==> src/rtl/sobel_edge_filter.sv <==
// Three-stage Sobel edge filter over a streamed 3x3 window, with per-frame
// output position tracking (end-of-line / end-of-frame flags).
module sobel_edge_filter #(
  parameter int ITEM_SIZE    = 8,
  parameter int IMAGE_WIDTH  = 512,
  parameter int IMAGE_HEIGHT = 512
) (
  input  logic                   clk,
  input  logic                   rstN,
  input  logic [9*ITEM_SIZE-1:0] pixel_data_in,
  input  logic                   pixel_data_in_valid,
  input  logic [ITEM_SIZE-1:0]   threshold,
  input  logic                   binary_mode,
  output logic [ITEM_SIZE-1:0]   edge_out,
  output logic                   edge_out_valid,
  output logic                   edge_eol,
  output logic                   edge_eof
);

  localparam int SW = ITEM_SIZE + 2;
  localparam int MW = ITEM_SIZE + 3;
  localparam int CW = (IMAGE_WIDTH  > 1) ? $clog2(IMAGE_WIDTH)  : 1;
  localparam int RW = (IMAGE_HEIGHT > 1) ? $clog2(IMAGE_HEIGHT) : 1;
  localparam logic [CW-1:0] COL_LAST = CW'(IMAGE_WIDTH - 1);
  localparam logic [RW-1:0] ROW_LAST = RW'(IMAGE_HEIGHT - 3);
  localparam logic [MW-1:0] SAT_MAX  = {3'b000, {ITEM_SIZE{1'b1}}};

  logic [ITEM_SIZE-1:0] p [9];
  logic [2:0]           vld;

  logic [SW-1:0] gx_pos_q, gx_neg_q, gy_pos_q, gy_neg_q;
  logic [SW-1:0] abs_gx_q, abs_gy_q;

  logic [MW-1:0]        mag;
  logic [ITEM_SIZE-1:0] sat;
  logic [ITEM_SIZE-1:0] pix;

  logic [CW-1:0] col_cnt;
  logic [RW-1:0] row_cnt;
  logic          last_col;
  logic          last_row;

  function automatic logic [SW-1:0] wsum(input logic [ITEM_SIZE-1:0] a,
                                         input logic [ITEM_SIZE-1:0] b,
                                         input logic [ITEM_SIZE-1:0] c);
    return {2'b00, a} + {1'b0, b, 1'b0} + {2'b00, c};
  endfunction

  function automatic logic [SW-1:0] absdiff(input logic [SW-1:0] a,
                                            input logic [SW-1:0] b);
    return (a >= b) ? (a - b) : (b - a);
  endfunction

  always_comb begin
    for (int unsigned i = 0; i < 9; i++) begin
      p[i] = pixel_data_in[ITEM_SIZE*i +: ITEM_SIZE];
    end
  end

  assign edge_out_valid = vld[2];

  // Stage 1 and 2 run every cycle; bubbles carry don't-care data with valid low.
  always_ff @(posedge clk or negedge rstN) begin
    if (!rstN) begin
      vld      <= '0;
      gx_pos_q <= '0;
      gx_neg_q <= '0;
      gy_pos_q <= '0;
      gy_neg_q <= '0;
      abs_gx_q <= '0;
      abs_gy_q <= '0;
    end else begin
      vld      <= {vld[1:0], pixel_data_in_valid};
      gx_pos_q <= wsum(p[2], p[5], p[8]);
      gx_neg_q <= wsum(p[0], p[3], p[6]);
      gy_pos_q <= wsum(p[6], p[7], p[8]);
      gy_neg_q <= wsum(p[0], p[1], p[2]);
      abs_gx_q <= absdiff(gx_pos_q, gx_neg_q);
      abs_gy_q <= absdiff(gy_pos_q, gy_neg_q);
    end
  end

  always_comb begin
    mag = {1'b0, abs_gx_q} + {1'b0, abs_gy_q};
    sat = (mag > SAT_MAX) ? '1 : mag[ITEM_SIZE-1:0];
    if (binary_mode) begin
      pix = (sat >= threshold) ? '1 : '0;
    end else begin
      pix = sat;
    end
    last_col = (col_cnt == COL_LAST);
    last_row = (row_cnt == ROW_LAST);
  end

  // Output stage: edge_out holds between valid outputs, flags are single-cycle.
  always_ff @(posedge clk or negedge rstN) begin
    if (!rstN) begin
      edge_out <= '0;
      edge_eol <= 1'b0;
      edge_eof <= 1'b0;
      col_cnt  <= '0;
      row_cnt  <= '0;
    end else begin
      edge_eol <= 1'b0;
      edge_eof <= 1'b0;
      if (vld[1]) begin
        edge_out <= pix;
        edge_eol <= last_col;
        edge_eof <= last_col && last_row;
        if (last_col) begin
          col_cnt <= '0;
          row_cnt <= last_row ? '0 : row_cnt + 1'b1;
        end else begin
          col_cnt <= col_cnt + 1'b1;
        end
      end
    end
  end

endmodule

==> config.mk <==
export PLATFORM = sky130hd
export DESIGN_NAME = sobel_edge_filter
export DESIGN_NICKNAME = d
export VERILOG_FILES = /design/src/rtl/sobel_edge_filter.sv
export SDC_FILE = /design/constraint.sdc
export NUM_CORES = 1
export LEC_CHECK = 0
export CAP_MARGIN = 20
export CORE_UTILIZATION = 25
export DETAILED_ROUTE_END_ITERATION = 8
export GPL_ROUTABILITY_DRIVEN = 1
export PLACE_DENSITY = 0.39
export REMOVE_ABC_BUFFERS = 1
export SYNTH_ARGS = -nofsm -noshare
export SYNTH_HDL_FRONTEND = slang
export SYNTH_SLANG_ARGS = --single-unit
==> constraint.sdc <==
create_clock -name clk -period 6.06 [get_ports clk]
set_clock_uncertainty 0.05 [all_clocks]
set_input_delay 1.818 -clock clk [delete_from_list [all_inputs] [get_ports clk]]
set_output_delay 1.818 -clock clk [all_outputs]
set_load 0.005 [all_outputs]
==> results of run 1 <==
-- area by class of cell --
class | instances | area share
Sequential cell | 91 | 0.267
Clock buffer | 10 | 0.0269
Clock inverter | 6 | 0.0104
Timing Repair Buffer | 87 | 0.102
Multi-Input combinational cell | 512 | 0.505
Inverter | 76 | 0.0335
Tap cell | 372 | 0.0547
-- through the flow --
step           cells  utilization  instance area (µm²)
2_1_floorplan    679            -                 6870
3_3_place_gp    1138        0.302                 8200
3_5_place_dp    1138        0.302                 8200
4_1_cts         1154        0.314                 8520
5_1_grt         1154        0.314                 8520
6_report        1154        0.314                 8520
-- state kept, by name, indices dropped and copies added (netlist names), 3 cells and up --
signal    count
abs_gx_q     10
abs_gy_q     10
col_cnt       9
edge_out      8
gx_neg_q     10
gx_pos_q     10
gy_neg_q     10
gy_pos_q     10
row_cnt       9
vld           3
-- cell usage after synthesis, drive strengths merged, types with 8 or more instances --
master | count | area share
nand2b | 8 | 0.0072
mux2i | 13 | 0.019
dfrtp | 91 | 0.33
o21ai | 55 | 0.041
xor2 | 21 | 0.026
ha | 96 | 0.17
fa | 37 | 0.11
nand2 | 34 | 0.018
nor2 | 42 | 0.023
a21o | 18 | 0.020
xnor2 | 30 | 0.038
a21oi | 58 | 0.044
nor3 | 12 | 0.0086
inv | 76 | 0.041
nor2b | 11 | 0.0099
a211oi | 9 | 0.0097
buf | 10 | 0.011
-- power breakdown --
group          internal [mW]  switching, mW  leakage, nW
sequential             0.821          0.128         1.09
clock                  0.363          0.245        0.149
combinational          0.984           1.26         2.65
total                   2.17           1.63         3.88
-- worst max-delay path by stage --
stage	start	to	slack, ps	cells past startpoint
4_1_cts	pixel_data_in[18]	gy_neg_q[8]$_DFF_PN0_	1850	9
3_5_place_dp	pixel_data_in[18]	gy_neg_q[8]$_DFF_PN0_	1480	9
6_report	pixel_data_in[17]	gx_pos_q[9]$_DFF_PN0_	1830	11
2_1_floorplan	pixel_data_in[18]	gx_pos_q[8]$_DFF_PN0_	2250	8
3_3_place_gp	pixel_data_in[66]	gy_pos_q[8]$_DFF_PN0_	1510	9
5_1_grt	abs_gy_q[0]$_DFF_PN0_	edge_out[1]$_DFFE_PN0P_	1580	16
-- critical path: cells and delay by family --
family | cells | cell delay (ps)
buf+inv | 2 | 560
fa+ha+maj | 3 | 1230
simple gates | 2 | 220
compound gates | 4 | 570
-- logic make-up (layout without fill, tap and decap cells) --
group	after synthesis	in the layout
fa+ha+maj	133	133
simple gates	143	143
flops	91	91
buf+inv	91	179
xor+xnor	51	51
compound gates	171	171
mux	14	14
-- routing by layer --
layer | track usage | wire length, µm
met1 | 0.158 | 7830
met2 | 0.207 | 7770
met3 | 0.0250 | 707
met4 | 0.0304 | 188
met5 | 0 | 0
==> flow_summary.toml, run 1 <==
[worst_setup_path]
ff2ff_setup_slack_ps = 2030
crit_chain = "clkdlybuf4s50_1 > fa_1 > ha_1 > inv_1 > fa_1 > nor2b_1 > o21ai_0 > nand2b_1 > a21o_1 > a21oi_1 > o21ai_0"
crit_slowest_cell = "fa_1"
path_max_fanout = 2
arrival_ps = 4400
startpoint_type = "primary input"
reg2reg_from = "abs_gy_q[0]$_DFF_PN0_"
crit_type = "in -> reg"
end_kind = "flip-flop"
r2r-end = "edge_out[2]$_DFFE_PN0P_"
crit_required_ps = 6230
ff2ff_path_depth = 16
crit_path_max_incr_delay_ps = 580

[layout]
multi_input_area_mm2 = 0.00430
antenna_cells = 0
drive_gt1_frac = 0.0371
fin_nets = 994
nFillCells = 2769
layout_common_cells = "96 x ha_1, 91 x dfrtp_1, 85 x clkdlybuf4s50_1, 76 x inv_1, 56 x a21oi_1"
area_growth_pct = 22.3
seq_area_mm2 = 0.00228
final_common_cell = "ha_1"

[clock_tree]
cts_root_buf = "clkbuf_16"
cts_inserted_buffers = 9
clk_pin_slew_worst_paths_ps = 70
cts_tree = "yes"
postCtsSetupBuffers = 0
insertion_delay_ps = 340
cts-resized-gates = 0
htreeDepth = 3
cts.sinks = 91
cts_hold_buf = 0
cts.path.max_buffers = 2

[floorplan]
rows = 60
die_x_um = 169
initial_core_util = 0.257
io-pin-count = 95
dieArea_mm2 = 0.0285
core_mm2 = 0.0271
die_height_um = 169

[synth]
async_flop_share = 1.00
synthDistinctLibCells = 50
synth-adder-area-share = 0.279
syn-instance-count = 694
synthFlopType = "dfrtp_1"
synth-compound-area-share = 0.155
synth_mux_area_frac = 0.0203
synth-xor-area-share = 0.0642
synth_top_family_by_area = "adder cells"
ys_ff_latch = 91
ys_seq_area_frac = 0.327
synthesis.area_mm2 = 0.00696
ys_warn_count = 0
yosys.area_share.simple = 0.100
synth-edff-count = 0
syn_avg_cell_area_um2 = 10.0

[run_status]
status = "finished clean"

[power_and_ir_drop]
p_leak_nw = 3.88
power_mw = 3.80
power.density_mw_per_mm2 = 446
ir_worst_vdd_mv = 0.160

[drt]
drt_pre_antenna_iters = 4
via_per_inst = 4.39
wl_per_cell_um = 14.3
vias = 5070
drc = 0
ant_nets = 0
drt_iter0_markers = 188
totalWireLength_um = 16500

[sta]
setup_viol = 0
fmax_ghz = 0.236
hold_viol_final = 0
fin_tns_setup_ps = 0
rsz0062_at_grt = "false"
worst_slew_margin_rel = 0.315
worstMarginPinSlew_ps = 1020
period_share = 0.699
setup_slack_ps = 1830
whs_ps = 300
final_max_slew_viol_count = 0
min_period_ps = 4230

[worst_hold_path]
min_from = "vld[0]$_DFF_PN0_"
hold_path.class = "reg -> reg"
whs_path_depth = 0
hold_end = "vld[1]$_DFF_PN0_"

[job]
cap_violations = 0

[global_routing]
grt_pass1_vias = 5369
grt_first_pass_wirelength_um = 27600
grtUsageTotal = 0.122
grt_max_degree = 61
antenna_found_initial = 0
overflow = 0

[placed_design]
gp_congestion = 0.830
place_ws_ps = 1480
portBuffers = 86
dp_hpwl_um = 13800
Note: power is estimated with default switching activity, not from simulation.
==> run 2, diff against run 1 <==
Settings changed: PLACE_DENSITY 0.39 to 0.4.
Clock period 6.06 ns to 3.75 ns, I/O delays scaled along.
==> run 2 against run 1 <==
  * Sequential power increased by 60%
  * Non-clock buffer count increased by 23
  * Combinational power increased by 68%
  * Die area unchanged
  * Final area increased by 1.8%
  * Critical endpoint is now edge_out[3]$_DFFE_PN0P_
  * First-iteration DRC count decreased by 5.9%
  * Highest routed layer unchanged
==> flow_summary.toml, run 2 (synthesis results as in run 1) <==
[layout]
layout_common_cells = "96 x ha_1, 91 x dfrtp_1, 85 x clkdlybuf4s50_1, 76 x inv_1, 55 x a21oi_1"
nFillCells = 2824
final_area_mm2 = 0.00867
area_growth_pct = 24.5
final_common_cell = "ha_1"
drive_gt1_frac = 0.0683
fin_util = 0.320
antenna_cells = 0
fin_nets = 1017
fin_cells = 1177

[sta]
final_max_slew_viol_count = 0
whs_ps = 301
fin_tns_setup_ps = 0
min_period_ps = 3440
worst_slew_margin_rel = 0.578
worstMarginPinSlew_ps = 631
rsz0062_at_grt = "false"
setup_viol = 0
hold_viol_final = 0
fmax_ghz = 0.291
setup_slack_ps = 312
period_share = 0.917

[worst_setup_path]
crit_end = "edge_out[3]$_DFFE_PN0P_"
startpoint_type = "flip-flop"
crit_required_ps = 3920
reg2reg_from = "abs_gx_q[0]$_DFF_PN0_"
arrival_ps = 3610
crit_type = "reg -> reg"
end_kind = "flip-flop"
ff2ff_setup_slack_ps = 310
path_max_fanout = 6
crit_start = "abs_gx_q[0]$_DFF_PN0_"
ff2ff_path_depth = 17
r2r-end = "edge_out[3]$_DFFE_PN0P_"

[clock_tree]
cts.path.max_buffers = 2
cts_inserted_buffers = 9
insertion_delay_ps = 360
cts_tree = "yes"
cts_root_buf = "clkbuf_16"
cts.sinks = 91
clk_pin_slew_worst_paths_ps = 70
cts_hold_buf = 0
htreeDepth = 3

[global_routing]
antenna_found_initial = 0
grt_first_pass_wirelength_um = 27600
overflow = 0
grt_max_degree = 41
grt_pass1_vias = 5343
grtUsageTotal = 0.124

[placed_design]
dpl_cell_area_mm2 = 0.00836
dp_hpwl_um = 14000
portBuffers = 86
place_ws_ps = -51.9
dp_cells = 1159
gp_congestion = 0.810

[floorplan]
core_mm2 = 0.0271
die_x_um = 169
initial_core_util = 0.257
dieArea_mm2 = 0.0285
io-pin-count = 95
rows = 60
die_height_um = 169

[drt]
drt_iter0_markers = 177
via_per_inst = 4.24
totalWireLength_um = 16800
vias = 4992
ant_nets = 0
drc = 0
drt_pre_antenna_iters = 4
wl_per_cell_um = 14.2

[job]
cap_violations = 0

[power_and_ir_drop]
p_leak_nw = 3.98
power.density_mw_per_mm2 = 713
power_mw = 6.18
ir_worst_vdd_mv = 0.228

[run_status]
status = "finished clean"

[worst_hold_path]
hold_path.class = "reg -> reg"
[run 2: what timing repair did]
action | in CTS | in global routing
buffers inserted | 0 | 2
gates resized for setup | 0 | 3
endpoints found under the setup margin | 0 | 8
[run 2: area by class of cell]
class | count | area [µm²] | area share
Multi-Input combinational cell | 512 | 4320 | 0.498
Timing Repair Buffer | 110 | 1040 | 0.120
Inverter | 76 | 285 | 0.0329
Tap cell | 372 | 465 | 0.0537
Sequential cell | 91 | 2280 | 0.263
Clock inverter | 6 | 55.1 | 0.00635
Clock buffer | 10 | 229 | 0.0264
[run 2: power by group]
| group | switching [mW] | internal, mW |
|---|---|---|
| clock network | 0.431 | 0.464 |
| logic | 2.07 | 1.70 |
| registers | 0.193 | 1.33 |
| total | 2.69 | 3.49 |
[run 2: worst min-delay path by stage]
stage,startpoint,to,slack (ps),depth (start not counted)
after floorplan,vld[0]$_DFF_PN0_,vld[1]$_DFF_PN0_,280,0
after global placement,vld[0]$_DFF_PN0_,vld[1]$_DFF_PN0_,290,0
after detailed placement,vld[0]$_DFF_PN0_,vld[1]$_DFF_PN0_,290,0
after CTS,vld[0]$_DFF_PN0_,vld[1]$_DFF_PN0_,310,0
after global routing,vld[0]$_DFF_PN0_,vld[1]$_DFF_PN0_,330,0
final,vld[0]$_DFF_PN0_,vld[1]$_DFF_PN0_,300,0
[run 2: critical path, stage by stage (launching register included)]
cell      delay, ps
dfrtp_1         330
ha_1            200
inv_1            70
fa_1            390
nand2b_1        200
a21oi_2         160
o22ai_1         130
nand4b_1        230
nand2_2         160
nand2_1          90
ha_1            280
a21o_1          180
a21o_1          180
a211oi_1        160
o21ai_0         140
a21oi_2         150
buf_4           150
a21oi_1          60
[run 2: per-layer routing]
metal  vias up  share of wire  GRT usage
li1       2588              -          -
met1      2296           0.50      0.166
met2        97           0.45      0.204
met3        11          0.044     0.0318
met4         0         0.0064     0.0194
met5         -              0          0
==> RTL edit: new RTL, config.mk and constraints of run 1 <==
Change the parameter `ITEM_SIZE` from 8 to 4.
--- a/src/rtl/sobel_edge_filter.sv
+++ b/src/rtl/sobel_edge_filter.sv
@@ -1,7 +1,7 @@
 // Three-stage Sobel edge filter over a streamed 3x3 window, with per-frame
 // output position tracking (end-of-line / end-of-frame flags).
 module sobel_edge_filter #(
-  parameter int ITEM_SIZE    = 8,
+  parameter int ITEM_SIZE    = 4,
   parameter int IMAGE_WIDTH  = 512,
   parameter int IMAGE_HEIGHT = 512
 ) (
Ports: changed (resized edge_out, pixel_data_in and threshold); port bits go from 95 to 51. No check against the original RTL was run, so the function may have changed too.
==> RTL edit against run 1 <==
  * Cell area fell by 39%
  * Hold slack improved by 0.0039 ns
  * Total power fell by 49%
  * Synthesized area fell by 40%
  * Worst setup slack improved by 0.67 ns
  * Non-clock buffer count fell by 40
  * Wire length fell by 52%
  * Sequential cell count fell by 28
==> RTL edit: results (changes against run 1) <==
dpl cell area 4940 µm² (-40%); worst hold start vld[0]$_DFF_PN0_; DP Worst Slack 2.14 ns (+0.658 ns); LEAKAGE 2.41 nW (-38%); Num CTS Buffers 9 (unchanged); post-synthesis compound-gate area fraction 0.118 (-0.0366); registers with the most flip-flops col_cnt x9, row_cnt x9; Worst Hold Path EP vld[1]$_DFF_PN0_; post-synthesis sequential area ratio 0.374 (+0.0472); largest net degree at the start of global routing 64 (+4.9%); Initial DRT Pass Iterations 5 (+1); CP max FO 2 (unchanged); ANT cells 0 (unchanged); vias in the first global route 2,995 (-44%); nets 566 (-43%); antenna violations before repair 0 (unchanged); min-delay worst type reg -> reg; max_slew headroom 0.476 (+0.161); Reg2Reg Setup Slack 2.80 ns (+0.77 ns); Clock Tree Buf Depth 2 (unchanged); xor/xnor share of the synthesized area 0.0478 (-0.0163); Ys Warns 0 (unchanged); worst r2r dst edge_out[2]$_DFFE_PN0P_; global-route wire length before repair 13,900 µm (-49%); H-tree depth 3 (unchanged); DRT iter0 DRCs 89 (-53%); WP data arrival 3.78 ns (-0.62 ns); reg2reg start abs_gx_q[0]$_DFF_PN0_; later-pin clock latency in the skew report between 0.3 and 0.4 ns; Metal-1 WL 3650 µm (-53%); FILL cells 1,705 (-38%); top cells by count, synth dfrtp_1, ha_1, inv_1, o21ai_0, fa_1; DR WL met3 436 µm (-38%); Adder-Cell Fraction of Synth Area 0.266 (-0.0127); Fin Setup TNS 0 ns (unchanged); setup bufs post-CTS 0 (unchanged); WL/cell 11.9 µm (-17%); Via Count 2,794 (-45%); Clock Pin Slew Worst Setup and Hold Paths 0.05 ns (-0.02 ns); ratio of cells with drive above 1 in the final layout 0.0711 (+0.0340); Clock Root Buffer clkbuf_16; worst reg2reg path depth 14 (-2); worst hold slack 0.304 ns (+0.00386 ns); IO Port Bufs 46 (-47%); mux share of post-synthesis cell area 0.0288 (+0.00851); post-synth cell types 44 (-12%); top cells by area, synth dfrtp_1, ha_1, fa_1; hold path depth 0 (unchanged); post_cts resized 0 (unchanged); DPL Wire Length 6390 µm (-54%); Top FF cell, synth dfrtp_1; status completed; top sig layer met4; ys async rst share 1.00 (unchanged); VDD IR max 0.000133 V (-17%); GRT Resource Usage Total 0.103 (-0.0193); WL met2 3750 µm (-52%); routability cong. 0.739 (-11%)
RTL edit: worst max-delay path, cell delays in order:
cell and delay [ns]:
clkdlybuf4s50_1 0.48, fa_1 0.57, ha_1 0.19, inv_1 0.06, fa_1 0.39, nor2b_1 0.11
o21ai_0 0.07, nand2b_1 0.09
RTL edit: logic make-up after synthesis:
kind of cell	Yosys count
AO/OA/AOI/OAI	73
XOR/XNOR	23
adder cells (fa/ha/maj)	77
buffers and inverters	53
flip-flops	63
multiplexers	11
AND/OR/NAND/NOR	89
RTL edit: layout make-up:
cell class | instances | area, µm² | area share
tap | 220 | 275 | 0.0527
inverter | 51 | 191 | 0.0367
sequential | 63 | 1580 | 0.302
multi-input combinational | 273 | 2440 | 0.467
clock inverter | 3 | 17.5 | 0.00336
clock buffer | 13 | 260 | 0.0499
timing repair buffer | 47 | 463 | 0.0887
RTL edit: routing by layer:
metal,track usage,vias up
met5,0,-
met1,0.123,1299
met4,0.0491,0
li1,-,1428
met3,0.0354,12
met2,0.165,55
RTL edit: power breakdown:
part / total [mW] / internal (mW) / switching, mW
logic: 0.862 / 0.411 / 0.451
registers: 0.599 / 0.528 / 0.0706
clock network: 0.474 / 0.297 / 0.177
total: 1.93 / 1.24 / 0.698
RTL edit: worst max-delay path by stage:
stage / startpoint / endpoint / slack (ns) / cells after the start
after floorplan: pixel_data_in[1] / gx_neg_q[5]$_DFF_PN0_ / 2.78 / 7
after global placement: pixel_data_in[9] / gx_pos_q[5]$_DFF_PN0_ / 2.09 / 8
after detailed placement: pixel_data_in[9] / gx_pos_q[5]$_DFF_PN0_ / 2.14 / 8
after CTS: pixel_data_in[9] / gx_pos_q[5]$_DFF_PN0_ / 2.49 / 8
after global routing: pixel_data_in[25] / gy_pos_q[5]$_DFF_PN0_ / 2.34 / 8
final: pixel_data_in[9] / gx_pos_q[5]$_DFF_PN0_ / 2.50 / 8
RTL edit: stage by stage:
step                instances  power [mW]
global placement          654        1.48
CTS                       670        1.98
global route              670        2.12
detailed placement        654        1.49
finish                    670        1.93
floorplan                 387        1.26
